--- config.mk ---
export PLATFORM = sky130hd
export DESIGN_NAME = button_debouncer_flat
export DESIGN_NICKNAME = d
export VERILOG_FILES = /design/src/rtl/btn_pkg.sv /design/src/rtl/button_debouncer_if.sv /design/src/rtl/button_debounce_ch.sv /design/src/rtl/button_debouncer.sv /design/src/flat_wrapper.sv
export SDC_FILE = /design/constraint.sdc
export NUM_CORES = 1
export LEC_CHECK = 0
export ABC_CLOCK_PERIOD_IN_PS = 5950
export CORE_ASPECT_RATIO = 0.8
export CORE_UTILIZATION = 45
export CTS_CLUSTER_SIZE = 28
export DETAILED_ROUTE_END_ITERATION = 10
export SKIP_LAST_GASP = 1
export SLEW_MARGIN = 20
export SYNTH_ARGS = -nofsm -noshare
export SYNTH_HDL_FRONTEND = slang
export SYNTH_SLANG_ARGS = --single-unit
--- constraint.sdc ---
create_clock -name hwclk -period 5.95 [get_ports hwclk]
set_input_delay 1.4875 -clock hwclk [delete_from_list [all_inputs] [get_ports hwclk]]
set_output_delay 1.4875 -clock hwclk [all_outputs]
set_load 0.05 [all_outputs]
--- src/rtl/btn_pkg.sv ---
// ----------------------------------------------------------------------------
// btn_pkg
// Shared constants and helpers for the push-button conditioner.
//   BTN_DEBOUNCE_10MS_12MHZ : default debounce window (10 ms at 12 MHz)
//   BTN_LONG_2S_12MHZ       : default long-press hold time (2 s at 12 MHz)
//   cnt_width()             : bit width of a counter that must reach max_count
// ----------------------------------------------------------------------------
package btn_pkg;

  localparam int BTN_DEBOUNCE_10MS_12MHZ = 120000;
  localparam int BTN_LONG_2S_12MHZ       = 24000000;

  // Width needed to hold the values 0..max_count. Never returns less than 1
  // so a degenerate count still produces a legal vector.
  function automatic int cnt_width(input int max_count);
    if (max_count < 1) begin
      return 1;
    end
    return $clog2(max_count + 1);
  endfunction

endpackage : btn_pkg

--- src/rtl/button_debouncer_if.sv ---
// ----------------------------------------------------------------------------
// button_debouncer_if
// Bundles the raw button pins and the conditioned outputs of button_debouncer.
// Optional feature macro: BTN_LONG_PRESS_EN adds the btn_long vector.
//
// Signals (N_BTN bits each, bit i = channel i):
//   btn_in      : raw asynchronous pins (driven by the board / bench)
//   btn_state   : debounced level, 1 = pressed
//   btn_press   : one-cycle pulse when a press is accepted
//   btn_release : one-cycle pulse when a release is accepted
//   btn_long    : one-cycle pulse once per press after the long hold time
//
// Signalling: there is no valid/ready handshake. btn_state is a level that is
// always valid after reset; btn_press, btn_release and btn_long are events that
// are high for exactly one hwclk cycle and must be consumed in that cycle.
//
// Modports:
//   slave  : the debouncer (reads btn_in, drives the conditioned outputs)
//   master : the pin source / consumer side (drives btn_in, reads outputs)
// ----------------------------------------------------------------------------
interface button_debouncer_if #(
  parameter int N_BTN = 4
);

  logic [N_BTN-1:0] btn_in;
  logic [N_BTN-1:0] btn_state;
  logic [N_BTN-1:0] btn_press;
  logic [N_BTN-1:0] btn_release;
`ifdef BTN_LONG_PRESS_EN
  logic [N_BTN-1:0] btn_long;
`endif

`ifdef BTN_LONG_PRESS_EN
  modport slave (
    input  btn_in,
    output btn_state,
    output btn_press,
    output btn_release,
    output btn_long
  );

  modport master (
    output btn_in,
    input  btn_state,
    input  btn_press,
    input  btn_release,
    input  btn_long
  );
`else
  modport slave (
    input  btn_in,
    output btn_state,
    output btn_press,
    output btn_release
  );

  modport master (
    output btn_in,
    input  btn_state,
    input  btn_press,
    input  btn_release
  );
`endif

endinterface : button_debouncer_if

--- src/rtl/button_debounce_ch.sv ---
// ----------------------------------------------------------------------------
// button_debounce_ch
// One button channel: polarity normalise, 2-flop synchroniser, debounce
// counter, and (optionally) long-press counter. All outputs are registered.
// Optional feature macro: BTN_LONG_PRESS_EN adds lcnt and the btn_long output.
//
// Ports:
//   hwclk       : in  system clock
//   rst_n       : in  asynchronous active-low reset
//   btn_raw     : in  raw asynchronous button pin
//   btn_state   : out debounced level, 1 = pressed
//   btn_press   : out one-cycle pulse on accepted 0->1
//   btn_release : out one-cycle pulse on accepted 1->0
//   btn_long    : out one-cycle pulse once per press after LONG_CYCLES held
// ----------------------------------------------------------------------------
module button_debounce_ch
  import btn_pkg::*;
#(
  parameter int DEBOUNCE_CYCLES = BTN_DEBOUNCE_10MS_12MHZ,
`ifdef BTN_LONG_PRESS_EN
  parameter int LONG_CYCLES     = BTN_LONG_2S_12MHZ,
`endif
  parameter bit ACTIVE_LOW      = 1'b0
) (
  input  logic hwclk,
  input  logic rst_n,
  input  logic btn_raw,
  output logic btn_state,
  output logic btn_press,
`ifdef BTN_LONG_PRESS_EN
  output logic btn_release,
  output logic btn_long
`else
  output logic btn_release
`endif
);

  localparam int            DW    = cnt_width(DEBOUNCE_CYCLES);
  localparam logic [DW-1:0] DLAST = DW'(DEBOUNCE_CYCLES - 1);

  logic          raw;
  logic          s1;
  logic          s2;
  logic          state_q;
  logic          press_q;
  logic          release_q;
  logic [DW-1:0] dcnt;

  // Normalise so that 1 always means "pressed" from here on.
  assign raw = btn_raw ^ ACTIVE_LOW;

  // s1 may go metastable; only s2 is ever looked at by the filter.
  // The filter needs DEBOUNCE_CYCLES consecutive disagreements between s2
  // and the accepted level; a single agreeing cycle restarts the window.
  always_ff @(posedge hwclk or negedge rst_n) begin
    if (!rst_n) begin
      s1        <= 1'b0;
      s2        <= 1'b0;
      state_q   <= 1'b0;
      press_q   <= 1'b0;
      release_q <= 1'b0;
      dcnt      <= '0;
    end else begin
      s1        <= raw;
      s2        <= s1;
      press_q   <= 1'b0;
      release_q <= 1'b0;
      if (s2 == state_q) begin
        dcnt <= '0;
      end else if (dcnt == DLAST) begin
        state_q   <= s2;
        dcnt      <= '0;
        press_q   <= s2;
        release_q <= ~s2;
      end else begin
        dcnt <= dcnt + 1'b1;
      end
    end
  end

  assign btn_state   = state_q;
  assign btn_press   = press_q;
  assign btn_release = release_q;

`ifdef BTN_LONG_PRESS_EN
  localparam int            LW    = cnt_width(LONG_CYCLES);
  localparam logic [LW-1:0] LMAX  = LW'(LONG_CYCLES);
  localparam logic [LW-1:0] LLAST = LW'(LONG_CYCLES - 1);

  logic [LW-1:0] lcnt;
  logic          long_q;

  // lcnt follows the registered level, so it clears the cycle after the
  // level falls and starts counting the cycle after it rises. Saturating at
  // LMAX is what limits btn_long to one pulse per press.
  always_ff @(posedge hwclk or negedge rst_n) begin
    if (!rst_n) begin
      lcnt   <= '0;
      long_q <= 1'b0;
    end else begin
      long_q <= 1'b0;
      if (!state_q) begin
        lcnt <= '0;
      end else if (lcnt < LMAX) begin
        lcnt <= lcnt + 1'b1;
        if (lcnt == LLAST) begin
          long_q <= 1'b1;
        end
      end
    end
  end

  assign btn_long = long_q;
`endif

endmodule : button_debounce_ch

--- src/rtl/button_debouncer.sv ---
// ----------------------------------------------------------------------------
// button_debouncer
// Multi-channel push-button conditioner. Each raw pin is synchronised to
// hwclk, filtered against contact bounce and presented as a clean level plus
// single-cycle press / release (and optional long-press) pulses. Channels are
// fully independent.
// Optional feature macro: BTN_LONG_PRESS_EN enables long-press detection and
// the btn_long vector; without it LONG_CYCLES is accepted but has no effect.
//
// Parameters:
//   N_BTN           : number of channels
//   DEBOUNCE_CYCLES : consecutive stable cycles to accept a change (>= 1)
//   LONG_CYCLES     : cycles a press must persist before btn_long (>= 1)
//   ACTIVE_LOW      : 1 = pin reads 0 when pressed
//
// Ports:
//   hwclk : in  system clock
//   rst_n : in  asynchronous active-low reset
//   btn   : button_debouncer_if.slave (btn_in in; btn_state, btn_press,
//           btn_release, btn_long out)
// ----------------------------------------------------------------------------
module button_debouncer
  import btn_pkg::*;
#(
  parameter int N_BTN           = 4,
  parameter int DEBOUNCE_CYCLES = BTN_DEBOUNCE_10MS_12MHZ,
  parameter int LONG_CYCLES     = BTN_LONG_2S_12MHZ,
  parameter bit ACTIVE_LOW      = 1'b0
) (
  input  logic                     hwclk,
  input  logic                     rst_n,
  button_debouncer_if.slave        btn
);

  // Reject configurations whose counters would never fire.
  if (DEBOUNCE_CYCLES < 1) begin : g_bad_debounce
    $error("button_debouncer: DEBOUNCE_CYCLES must be >= 1");
  end
  if (LONG_CYCLES < 1) begin : g_bad_long
    $error("button_debouncer: LONG_CYCLES must be >= 1");
  end

  logic [N_BTN-1:0] state_w;
  logic [N_BTN-1:0] press_w;
  logic [N_BTN-1:0] release_w;
`ifdef BTN_LONG_PRESS_EN
  logic [N_BTN-1:0] long_w;
`endif

  for (genvar i = 0; i < N_BTN; i++) begin : g_ch
    button_debounce_ch #(
      .DEBOUNCE_CYCLES (DEBOUNCE_CYCLES),
`ifdef BTN_LONG_PRESS_EN
      .LONG_CYCLES     (LONG_CYCLES),
`endif
      .ACTIVE_LOW      (ACTIVE_LOW)
    ) u_ch (
      .hwclk       (hwclk),
      .rst_n       (rst_n),
      .btn_raw     (btn.btn_in[i]),
      .btn_state   (state_w[i]),
      .btn_press   (press_w[i]),
`ifdef BTN_LONG_PRESS_EN
      .btn_release (release_w[i]),
      .btn_long    (long_w[i])
`else
      .btn_release (release_w[i])
`endif
    );
  end

  assign btn.btn_state   = state_w;
  assign btn.btn_press   = press_w;
  assign btn.btn_release = release_w;
`ifdef BTN_LONG_PRESS_EN
  assign btn.btn_long    = long_w;
`endif

endmodule : button_debouncer

--- src/flat_wrapper.sv ---
// flat-port wrapper written by rule: the top's interface ports become plain ports
module button_debouncer_flat import btn_pkg::*;
#(
  parameter int N_BTN           = 4,
  parameter int DEBOUNCE_CYCLES = BTN_DEBOUNCE_10MS_12MHZ,
  parameter int LONG_CYCLES     = BTN_LONG_2S_12MHZ,
  parameter bit ACTIVE_LOW      = 1'b0
)
  (hwclk, rst_n, btn_btn_in, btn_btn_state, btn_btn_press, btn_btn_release);
  button_debouncer_if #(.N_BTN(N_BTN)) btn_i ();
  input  logic hwclk;
  input  logic rst_n;
  input wire logic [$bits(btn_i.btn_in)-1:0] btn_btn_in;
  output wire logic [$bits(btn_i.btn_state)-1:0] btn_btn_state;
  output wire logic [$bits(btn_i.btn_press)-1:0] btn_btn_press;
  output wire logic [$bits(btn_i.btn_release)-1:0] btn_btn_release;
  assign btn_i.btn_in = btn_btn_in;
  assign btn_btn_state = btn_i.btn_state;
  assign btn_btn_press = btn_i.btn_press;
  assign btn_btn_release = btn_i.btn_release;
  button_debouncer #(.N_BTN(N_BTN), .DEBOUNCE_CYCLES(DEBOUNCE_CYCLES), .LONG_CYCLES(LONG_CYCLES), .ACTIVE_LOW(ACTIVE_LOW)) u_core (.hwclk(hwclk), .rst_n(rst_n), .btn(btn_i));
endmodule
==> out/qor.yml, run 1 <==
cells_and_area:
  finalNetCount: 418
  mostFrequentLayoutCells: "88 x dfrtp_1, 74 x nor2_1, 44 x xnor2_1, 27 x nand4_1, 25 x nand3_1"
  syn2layout_area_growth_pct: 11.2
  antennaDiodeCount: 0
  drive_gt1_frac: 0.0702
  utilization: 0.531
  final_common_cell: "dfrtp_1"
  num-fill-cells: 808
  multi_input_area_sq_um: 1770
  seq_area_sq_um: 2200
floorplan:
  rows: 30
  design.die.area_sq_um: 9630
  die_h_um: 88.0
  io_pins: 18
  design.core.area_sq_um: 8710
  die_w_um: 109
  start_util: 0.477
sta:
  slew_headroom: 0.458
  skew_ns: 0.00662
  max_freq_ghz: 0.327
  timing.final.ws_setup_ns: 2.90
  maxSlewViolCount: 0
  worst-slew-pin-transition_ns: 0.813
  setup_tns_ns: 0
  finalSetupViolations: 0
  period_share: 0.513
  rsz0062_at_grt: "no"
  fin_crit_ns: 3.06
  final-hold-violation-count: 0
place:
  io_buffers: 17
  dp_hpwl_um: 4860
  gp_congestion: 0.856
  place_ws_ns: 3.25
clock_network:
  cts-root-buf: "clkbuf_16"
  cts_tree: "done"
  htree_levels: 3
  cts_buffer_depth: 2
  cts.clk_slew.worst_paths_ns: 0.06
  post_cts_resized: 0
  cts-buffers-inserted: 9
  clk_latency_ns: 0.33
  hold_buffers: 0
  cts.sinks: 88
  post_cts_buffers: 0
critical_path:
  cp_top_family: "buffers and inverters"
  crit_arrival_ns: 1.57
  crit_type: "reg2out"
  critPathMaxFanout: 5
  critical-path-slowest-cell: "clkdlybuf4s50_1"
  worstSetupStartpointType: "flop"
  cp-end-kind: "output pin"
  critical_path.max_stage_delay_ns: 0.82
  cp_num_buf_inv: 1
  required_ns: 4.46
  path_cells: "clkdlybuf4s50_1"
global_routing:
  grt_pass1_wl_um: 12700
  gr-total-overflow: 0
  grt_pass1_vias: 2630
  grt_usage: 0.176
  grt_max_degree: 66
  antenna_found_initial: 0
routing:
  vias_per_cell: 5.17
  drc: 0
  wl_um: 7290
  via_count: 2716
  drtPass1Iterations: 4
  avgRoutedWirePerCell_um: 13.9
  drtIter0Drc: 143
  drtAntennaViolNets: 0
synthesis:
  syn-num-nets: 415
  synth-async-reset-ratio: 1.00
  synth_edf_count: 0
  ys_seq_elements: 88
  ys_warn_count: 0
  synth_area_per_cell_sq_um: 10.3
  ys_seq_area_frac: 0.530
  synthDistinctLibCells: 33
  syn_area_sq_um: 4160
  synth-main-ff-cell: "dfrtp_1"
  syn_inst: 405
power:
  p_leak_uw: 0.00182
  power.density_nw_per_um2: 263
  irDropWorstVdd_uv: 223
flow_run:
  maxCapViolations: 0
min_path:
  hp-class: "reg2reg"
outcome:
  status: "finished clean"
==> final cells by class <==
| type | instances | area share |
|---|---|---|
| clock buffer | 12 | 0.0533 |
| timing repair buffer | 18 | 0.0379 |
| multi-input combinational | 282 | 0.383 |
| clock inverter | 4 | 0.0114 |
| tap | 112 | 0.0303 |
| inverter | 9 | 0.00731 |
| sequential | 88 | 0.476 |
==> final timing paths <==
kind | to | cells past startpoint | slack, ns | from
setup / recovery | btn_btn_state[2] | 1 | 2.90 | u_core.g_ch[2].u_ch.btn_state
hold / removal | u_core.g_ch[0].u_ch.s2 | 0 | 0.35 | u_core.g_ch[0].u_ch.s1
setup reg to reg | u_core.g_ch[2].u_ch.dcnt[2] | 5 | 3.83 | u_core.g_ch[2].u_ch.dcnt[0]
hold reg to reg | u_core.g_ch[0].u_ch.s2 | 0 | 0.35 | u_core.g_ch[0].u_ch.s1
max in group asynchronous | u_core.g_ch[1].u_ch.btn_press | 2 | 3.80 | rst_n
min in group asynchronous | u_core.g_ch[3].u_ch.dcnt[11] | 1 | 1.05 | rst_n
==> routing by layer <==
layer / wire length, um / share of wire / up-vias / global-route usage
met5: 0 / 0 / - / 0
met4: 115 / 0.016 / 0 / 0.0655
met3: 234 / 0.032 / 10 / 0.0491
met2: 3080 / 0.42 / 39 / 0.253
met1: 3860 / 0.53 / 1267 / 0.252
li1: - / - / 1400 / -
==> logic make-up (layout without fill, tap and decap cells) <==
logic type                 count (synthesis)  count (layout)  synth area share
and+or+nand+nor                          206             206             0.257
DFF                                       88              88             0.530
xor gates and xnor gates                  62              62             0.131
adders and majority gates                  4               4            0.0120
muxes                                      5               5            0.0144
buffers and inverters                     35              43            0.0439
AOI/OAI and AO/OA                          5               5            0.0126
==> synth_stat cells (2+ instances only) <==
cell type	number	area (sq um)
nor3_1	13	65.1
nand2_1	19	71.3
nor4_1	21	131
mux2_2	4	45.0
inv_1	9	33.8
dfrtp_1	88	2200
buf_2	5	25.0
nand3_1	25	125
xor2_1	18	158
a31o_2	3	26.3
and4_1	4	35.0
buf_4	12	90.1
and3_1	2	12.5
clkbuf_1	9	33.8
nor3b_1	9	67.6
ha_1	4	50.1
nor2_1	74	278
nand4_1	27	169
xnor2_1	44	385
nand4bb_1	2	22.5
==> through the flow <==
stage	cell area, sq um	instances	hold WS, ns	total power [uW]
after floorplan	4160	405	0.331	648
after global placement	4320	509	0.337	669
after detailed placement	4320	509	0.336	670
after CTS	4620	525	0.349	1240
after global routing	4620	525	0.360	1270
final	4620	525	0.351	1220
==> where the power goes <==
part,switching (uW),total [uW],internal (uW)
Combinational,26.3,38.6,12.3
Clock,221,559,338
Sequential,11.0,619,608
==> sequential cells by signal, indices dropped and copies added (netlist names) <==
name / count
u_core.g_ch.u_ch.s1: 4
u_core.g_ch.u_ch.s2: 4
u_core.g_ch.u_ch.btn_state: 4
u_core.g_ch.u_ch.btn_release: 4
u_core.g_ch.u_ch.btn_press: 4
u_core.g_ch.u_ch.dcnt: 68
Power figures use the tool's default switching activity.
==> run 2: changes to the inputs <==
--- a/config.mk
+++ b/config.mk
@@ -5,7 +5,7 @@
 export SDC_FILE = /design/constraint.sdc
 export NUM_CORES = 1
 export LEC_CHECK = 0
-export ABC_CLOCK_PERIOD_IN_PS = 5950
+export ABC_CLOCK_PERIOD_IN_PS = 2600
 export CORE_ASPECT_RATIO = 0.8
 export CORE_UTILIZATION = 45
 export CTS_CLUSTER_SIZE = 28
==> constraint.sdc (replaced) <==
create_clock -name hwclk -period 2.6 [get_ports hwclk]
set_input_delay 0.65 -clock hwclk [delete_from_list [all_inputs] [get_ports hwclk]]
set_output_delay 0.65 -clock hwclk [all_outputs]
set_load 0.05 [all_outputs]
==> run 2 against run 1 <==
  * Sequential share of layout area decreased by 0.090 points
  * First-iteration DRC count increased by 20%
  * Routed wire length decreased by 1.4%
  * Highest routed layer unchanged
  * Combinational power up 130%
  * Largest cell class unchanged
  * Sequential cell count unchanged
  * Sequential power increased by 130%
  * Via count is 3.6% higher
  * Clock power is 130% higher
==> out/qor.yml, run 2 (synthesis results as in run 1) <==
cells_and_area:
  stdcell_area_sq_um: 4630  # was 4620 sq um
  instances_no_fill: 525  # unchanged
  largest_register_ffs: 68  # unchanged
  mostFrequentLayoutCells: "88 x dfrtp_1, 74 x nor2_1, 44 x xnor2_1, 27 x nand4_1, 25 x nand3_1"  # unchanged
  drive_gt1_frac: 0.0726  # was 0.0702
  antennaDiodeCount: 0  # unchanged
  final_common_cell: "dfrtp_1"  # unchanged
  finalNetCount: 418  # unchanged
  largest-register: "u_core.g_ch.u_ch.dcnt"  # unchanged
  syn2layout_area_growth_pct: 11.4  # was 11.2%
clock_network:
  cts_buffer_depth: 2  # unchanged
  post_cts_buffers: 0  # unchanged
  cts_tree: "done"  # unchanged
  cts-root-buf: "clkbuf_16"  # unchanged
  cts-buffers-inserted: 9  # unchanged
  cts.sinks: 88  # unchanged
  htree_levels: 3  # unchanged
  clk_latency_ns: 0.34  # was 0.33 ns
  hold_buffers: 0  # unchanged
  post_cts_resized: 0  # unchanged
  cts.clk_slew.worst_paths_ns: 0.06  # about the same
sta:
  period_share: 0.869
  setup_tns_ns: 0  # unchanged
  skew_ns: 0.00534  # was 0.00662 ns
  rsz0062_at_grt: "no"  # unchanged
  worst-slew-pin-transition_ns: 0.657  # was 0.813 ns
  maxSlewViolCount: 0  # unchanged
  fin_crit_ns: 2.26
  slew_headroom: 0.562  # was 0.458
  finalSetupViolations: 0  # unchanged
  max_freq_ghz: 0.443
  final-hold-violation-count: 0  # unchanged
routing:
  wl_um: 7180  # was 7290 um
  drtPass1Iterations: 4  # unchanged
  route.met3.wl_um: 208  # was 234 um
  drtAntennaViolNets: 0  # unchanged
  drtIter0Drc: 172  # was 143
  drc: 0  # unchanged
  met1_length_um: 3750  # was 3860 um
  via_count: 2815  # was 2716
  highest_layer: "met4"  # unchanged
  vias_per_cell: 5.36  # was 5.17
  avgRoutedWirePerCell_um: 13.7  # was 13.9 um
  dr_wl_met2_um: 3090  # was 3080 um
global_routing:
  gr-total-overflow: 0  # unchanged
  antenna_found_initial: 0  # unchanged
  grt_max_degree: 48  # was 66
  grt_pass1_wl_um: 12600  # was 12700 um
  grt_pass1_vias: 2654  # was 2630
  grt_usage: 0.171  # was 0.176
critical_path:
  required_ns: 1.95  # was 4.46 ns
  cp_top_family: "buffers and inverters"  # unchanged
  critPathMaxFanout: 5  # unchanged
  crit_cells: 1  # unchanged
  crit_type: "reg2out"  # unchanged
  crit_arrival_ns: 1.61  # was 1.57 ns
  worstSetupStartpointType: "flop"  # unchanged
  cp-end-kind: "output pin"  # unchanged
  r2r_cells: 4  # was 5
  cp_num_buf_inv: 1  # unchanged
  path_cells: "clkdlybuf4s50_1"  # unchanged
  critical-path-slowest-cell: "clkdlybuf4s50_1"  # unchanged
  critical_path.max_stage_delay_ns: 0.85  # was 0.82 ns
floorplan:
  design.core.area_sq_um: 8710  # unchanged
  design.die.area_sq_um: 9630  # unchanged
  die_h_um: 88.0  # unchanged
  die_w_um: 109  # unchanged
  start_util: 0.477  # unchanged
  rows: 30  # unchanged
  io_pins: 18  # unchanged
power:
  p_clk_frac: 0.459  # was 0.460
  internal_power_uw: 2170  # was 958 uW
  p_switching_uw: 614  # was 258 uW
  power.density_nw_per_um2: 601  # was 263 nW/um^2
  combPwrFrac: 0.032  # about the same
  irDropWorstVdd_uv: 520  # was 223 uV
  p_leak_uw: 0.00182  # about the same
  swShare: 0.221  # was 0.212
  seqPwrFrac: 0.508  # was 0.509
outcome:
  status: "finished clean"  # unchanged
place:
  io_buffers: 17  # unchanged
  placed_area_sq_um: 4340  # was 4320 sq um
  placedCellCount: 509  # unchanged
  gp_congestion: 0.823  # was 0.856
  dp_hpwl_um: 4700  # was 4860 um
flow_run:
  maxCapViolations: 0  # unchanged
min_path:
  hp-class: "in2async"  # was reg2reg
run 2: cell types whose count changed in the layout (fill, tap and decap cells not counted):
| cell | previous run | this run |
|---|---|---|
| inv_6 | 1 | 2 |
| clkbuf_8 | 1 | 0 |
| buf_12 | 0 | 1 |
| buf_4 | 2 | 1 |
| clkinv_2 | 1 | 2 |
| clkbuf_1 | 2 | 1 |
run 2: metrics by stage:
| stage | total power, uW | setup slack, ns | hold slack, ns | utilization |
|---|---|---|---|---|
| 3_3_place_gp | 1530 | 0.579 | 0.334 | 0.498 |
| 2_1_floorplan | 1480 | 0.686 | 0.331 | - |
| 6_report | 2780 | 0.341 | 0.296 | 0.532 |
| 3_5_place_dp | 1530 | 0.536 | 0.337 | 0.498 |
| 5_1_grt | 2890 | 0.303 | 0.346 | 0.532 |
| 4_1_cts | 2830 | 0.320 | 0.318 | 0.532 |
run 2: worst paths after layout:
| kind | startpoint | endpoint | slack, ns |
|---|---|---|---|
| worst max register to register | u_core.g_ch[1].u_ch.dcnt[6] | u_core.g_ch[1].u_ch.dcnt[9] | 0.55 |
| max in group asynchronous | rst_n | u_core.g_ch[2].u_ch.dcnt[2] | 1.68 |
| worst max-delay path | u_core.g_ch[3].u_ch.btn_state | btn_btn_state[3] | 0.34 |
| worst min register to register | u_core.g_ch[0].u_ch.s1 | u_core.g_ch[0].u_ch.s2 | 0.35 |
| worst min-delay path | rst_n | u_core.g_ch[3].u_ch.dcnt[15] | 0.30 |
| min in group hwclk | u_core.g_ch[0].u_ch.s1 | u_core.g_ch[0].u_ch.s2 | 0.35 |
run 2: final cells by class:
| cell class | count | area [sq um] |
|---|---|---|
| flip-flops and latches | 88 | 2200 |
| clock buffers | 10 | 229 |
| well taps | 112 | 140 |
| fillers | 755 | 4080 |
| multi-input cells | 282 | 1770 |
| repair buffers | 18 | 188 |
| inverters | 9 | 33.8 |
| clock inverters | 6 | 66.3 |
run 2: layer usage:
layer / vias to the layer above / track usage
met5: - / 0
met4: 0 / 0.0800
met3: 10 / 0.0402
met1: 1364 / 0.239
li1: 1399 / -
met2: 42 / 0.253
run 2: power by group through the flow:
stage	clock (uW)	sequential, uW	combinational (uW)
CTS	1320	1410	94.5
detailed placement	0	1440	94.2
finish	1280	1420	90.3
floorplan	0	1430	49.2
global route	1370	1420	106
global placement	0	1440	92.1
==> run 3: changes to the inputs <==
==> constraint.sdc (replaced) <==
create_clock -name hwclk -period 2.6 [get_ports hwclk]
set_input_delay 0.52 -clock hwclk [delete_from_list [all_inputs] [get_ports hwclk]]
set_output_delay 0.52 -clock hwclk [all_outputs]
set_load 0.05 [all_outputs]
==> run 3 against run 2 <==
  * Cell count stayed put
  * Sequential share of layout area up 0.30 points
  * Via count is 0.96% lower
  * Highest routed layer unchanged
  * Clock power is 9% lower
  * Critical path depth unchanged
  * Largest cell class unchanged
  * First-iteration DRC count shrank 27%
==> out/qor.yml, run 3 (synthesis results as in run 1) <==
global_routing:
  gr-total-overflow: 0  # unchanged
  grt_max_degree: 54  # was 48
  grt_usage: 0.170  # was 0.171
  grt_pass1_wl_um: 12300  # was 12600 um
  antenna_found_initial: 0  # unchanged
  grt_pass1_vias: 2615  # was 2654
critical_path:
  crit_type: "reg2out"  # unchanged
  worstSetupStartpointType: "flop"  # unchanged
  critPathMaxFanout: 5  # unchanged
  cp_num_buf_inv: 1  # unchanged
  cp-end-kind: "output pin"  # unchanged
  crit_arrival_ns: 1.61  # about the same
  path_cells: "clkdlybuf4s50_1"  # unchanged
  required_ns: 2.08  # was 1.95 ns
  critical-path-slowest-cell: "clkdlybuf4s50_1"  # unchanged
  critical_path.max_stage_delay_ns: 0.85  # about the same
  cp_top_family: "buffers and inverters"  # unchanged
cells_and_area:
  syn2layout_area_growth_pct: 10.7  # was 11.4%
  stdcell_area_sq_um: 4600  # was 4630 sq um
  mostFrequentLayoutCells: "88 x dfrtp_1, 74 x nor2_1, 44 x xnor2_1, 27 x nand4_1, 25 x nand3_1"  # unchanged
  largest_register_ffs: 68  # unchanged
  multi_input_area_sq_um: 1770  # unchanged
  final_common_cell: "dfrtp_1"  # unchanged
  finalNetCount: 418  # unchanged
  drive_gt1_frac: 0.0702  # was 0.0726
  largest-register: "u_core.g_ch.u_ch.dcnt"  # unchanged
  num-fill-cells: 775  # was 755
  antennaDiodeCount: 0  # unchanged
  seq_area_sq_um: 2200  # unchanged
sta:
  period_share: 0.818  # was 0.869
  finalSetupViolations: 0  # unchanged
  slew_headroom: 0.577  # was 0.562
  fin_crit_ns: 2.13  # was 2.26 ns
  rsz0062_at_grt: "no"  # unchanged
  skew_ns: 0.00912  # was 0.00534 ns
  setup_tns_ns: 0  # unchanged
  worst-slew-pin-transition_ns: 0.635  # was 0.657 ns
  max_freq_ghz: 0.470  # was 0.443 GHz
  maxSlewViolCount: 0  # unchanged
  final-hold-violation-count: 0  # unchanged
floorplan:
  die_h_um: 88.0  # unchanged
  design.die.area_sq_um: 9630  # unchanged
  rows: 30  # unchanged
  start_util: 0.477  # unchanged
  io_pins: 18  # unchanged
  design.core.area_sq_um: 8710  # unchanged
  die_w_um: 109  # unchanged
clock_network:
  hold_buffers: 0  # unchanged
  post_cts_buffers: 0  # unchanged
  htree_levels: 3  # unchanged
  clk_latency_ns: 0.34  # about the same
  cts_buffer_depth: 2  # unchanged
  cts.clk_slew.worst_paths_ns: 0.06  # about the same
  cts-buffers-inserted: 9  # unchanged
  cts_tree: "done"  # unchanged
  post_cts_resized: 0  # unchanged
  cts.sinks: 88  # unchanged
  cts-root-buf: "clkbuf_16"  # unchanged
power:
  power.density_nw_per_um2: 580  # was 601 nW/um^2
  swShare: 0.226  # was 0.221
  p_leak_uw: 0.00180  # was 0.00182 uW
  combPwrFrac: 0.033  # was 0.032
  p_switching_uw: 602  # was 614 uW
  p_clk_frac: 0.436  # was 0.459
  irDropWorstVdd_uv: 347  # was 520 uV
  seqPwrFrac: 0.530  # was 0.508
  internal_power_uw: 2070  # was 2170 uW
routing:
  route.met3.wl_um: 331  # was 208 um
  drc: 0  # unchanged
  wl_um: 7080  # was 7180 um
  met1_length_um: 3560  # was 3750 um
  dr_wl_met2_um: 3080  # was 3090 um
  drtPass1Iterations: 4  # unchanged
  via_count: 2788  # was 2815
  drtAntennaViolNets: 0  # unchanged
  highest_layer: "met4"  # unchanged
  avgRoutedWirePerCell_um: 13.5  # was 13.7 um
  vias_per_cell: 5.31  # was 5.36
  drtIter0Drc: 126  # was 172
outcome:
  status: "finished clean"  # unchanged
place:
  placed_area_sq_um: 4340  # unchanged
  io_buffers: 17  # unchanged
  dp_hpwl_um: 4690  # was 4700 um
  gp_congestion: 0.768  # was 0.823
min_path:
  hp-class: "in2async"  # unchanged
flow_run:
  maxCapViolations: 0  # unchanged
-- run 3: cell types whose count changed in the layout (fill, tap and decap cells not counted) --
cell        change
bufinv_16       -1
clkbuf_1        +1
clkinvlp_4      +2
inv_6           -2
-- run 3: layer usage --
metal,global-route usage,vias up
met4,0.0667,0
li1,-,1395
met5,0,-
met1,0.232,1315
met3,0.0573,13
met2,0.249,65
-- run 3: final timing paths --
check / from / endpoint / slack (ns) / cells after the start
max: u_core.g_ch[3].u_ch.btn_state / btn_btn_state[3] / 0.47 / 1
min: rst_n / u_core.g_ch[3].u_ch.dcnt[10] / 0.14 / 1
max reg2reg: u_core.g_ch[2].u_ch.dcnt[11] / u_core.g_ch[2].u_ch.dcnt[4] / 0.53 / 4
min reg2reg: u_core.g_ch[1].u_ch.s1 / u_core.g_ch[1].u_ch.s2 / 0.35 / 0
max in group asynchronous: rst_n / u_core.g_ch[1].u_ch.dcnt[13] / 1.83 / 2
min in group hwclk: u_core.g_ch[1].u_ch.s1 / u_core.g_ch[1].u_ch.s2 / 0.35 / 0
-- run 3: area by class of cell --
cell class	instances	area share
Multi-Input combinational cell	282	0.385
Inverter	9	0.00734
Clock inverter	5	0.00734
Tap cell	112	0.0304
Timing Repair Buffer	18	0.0408
Clock buffer	11	0.0506
Sequential cell	88	0.478
-- run 3: metrics by stage --
step | utilization | setup slack [ns] | hold WS (ns) | total power, uW | std cells
floorplan | - | 0.686 | 0.224 | 1480 | 405
global placement | 0.498 | 0.553 | 0.332 | 1530 | 509
detailed placement | 0.498 | 0.547 | 0.335 | 1530 | 509
CTS | 0.529 | 0.445 | 0.149 | 2710 | 525
global route | 0.529 | 0.364 | 0.166 | 2780 | 525
finish | 0.529 | 0.473 | 0.139 | 2670 | 525
-- run 3: power groups by stage --
stage | logic [uW] | registers (uW) | clock network (uW)
floorplan | 49.2 | 1430 | 0
global placement | 92.7 | 1440 | 0
detailed placement | 92.4 | 1440 | 0
CTS | 93.1 | 1410 | 1200
global route | 107 | 1420 | 1260
finish | 89.3 | 1420 | 1160
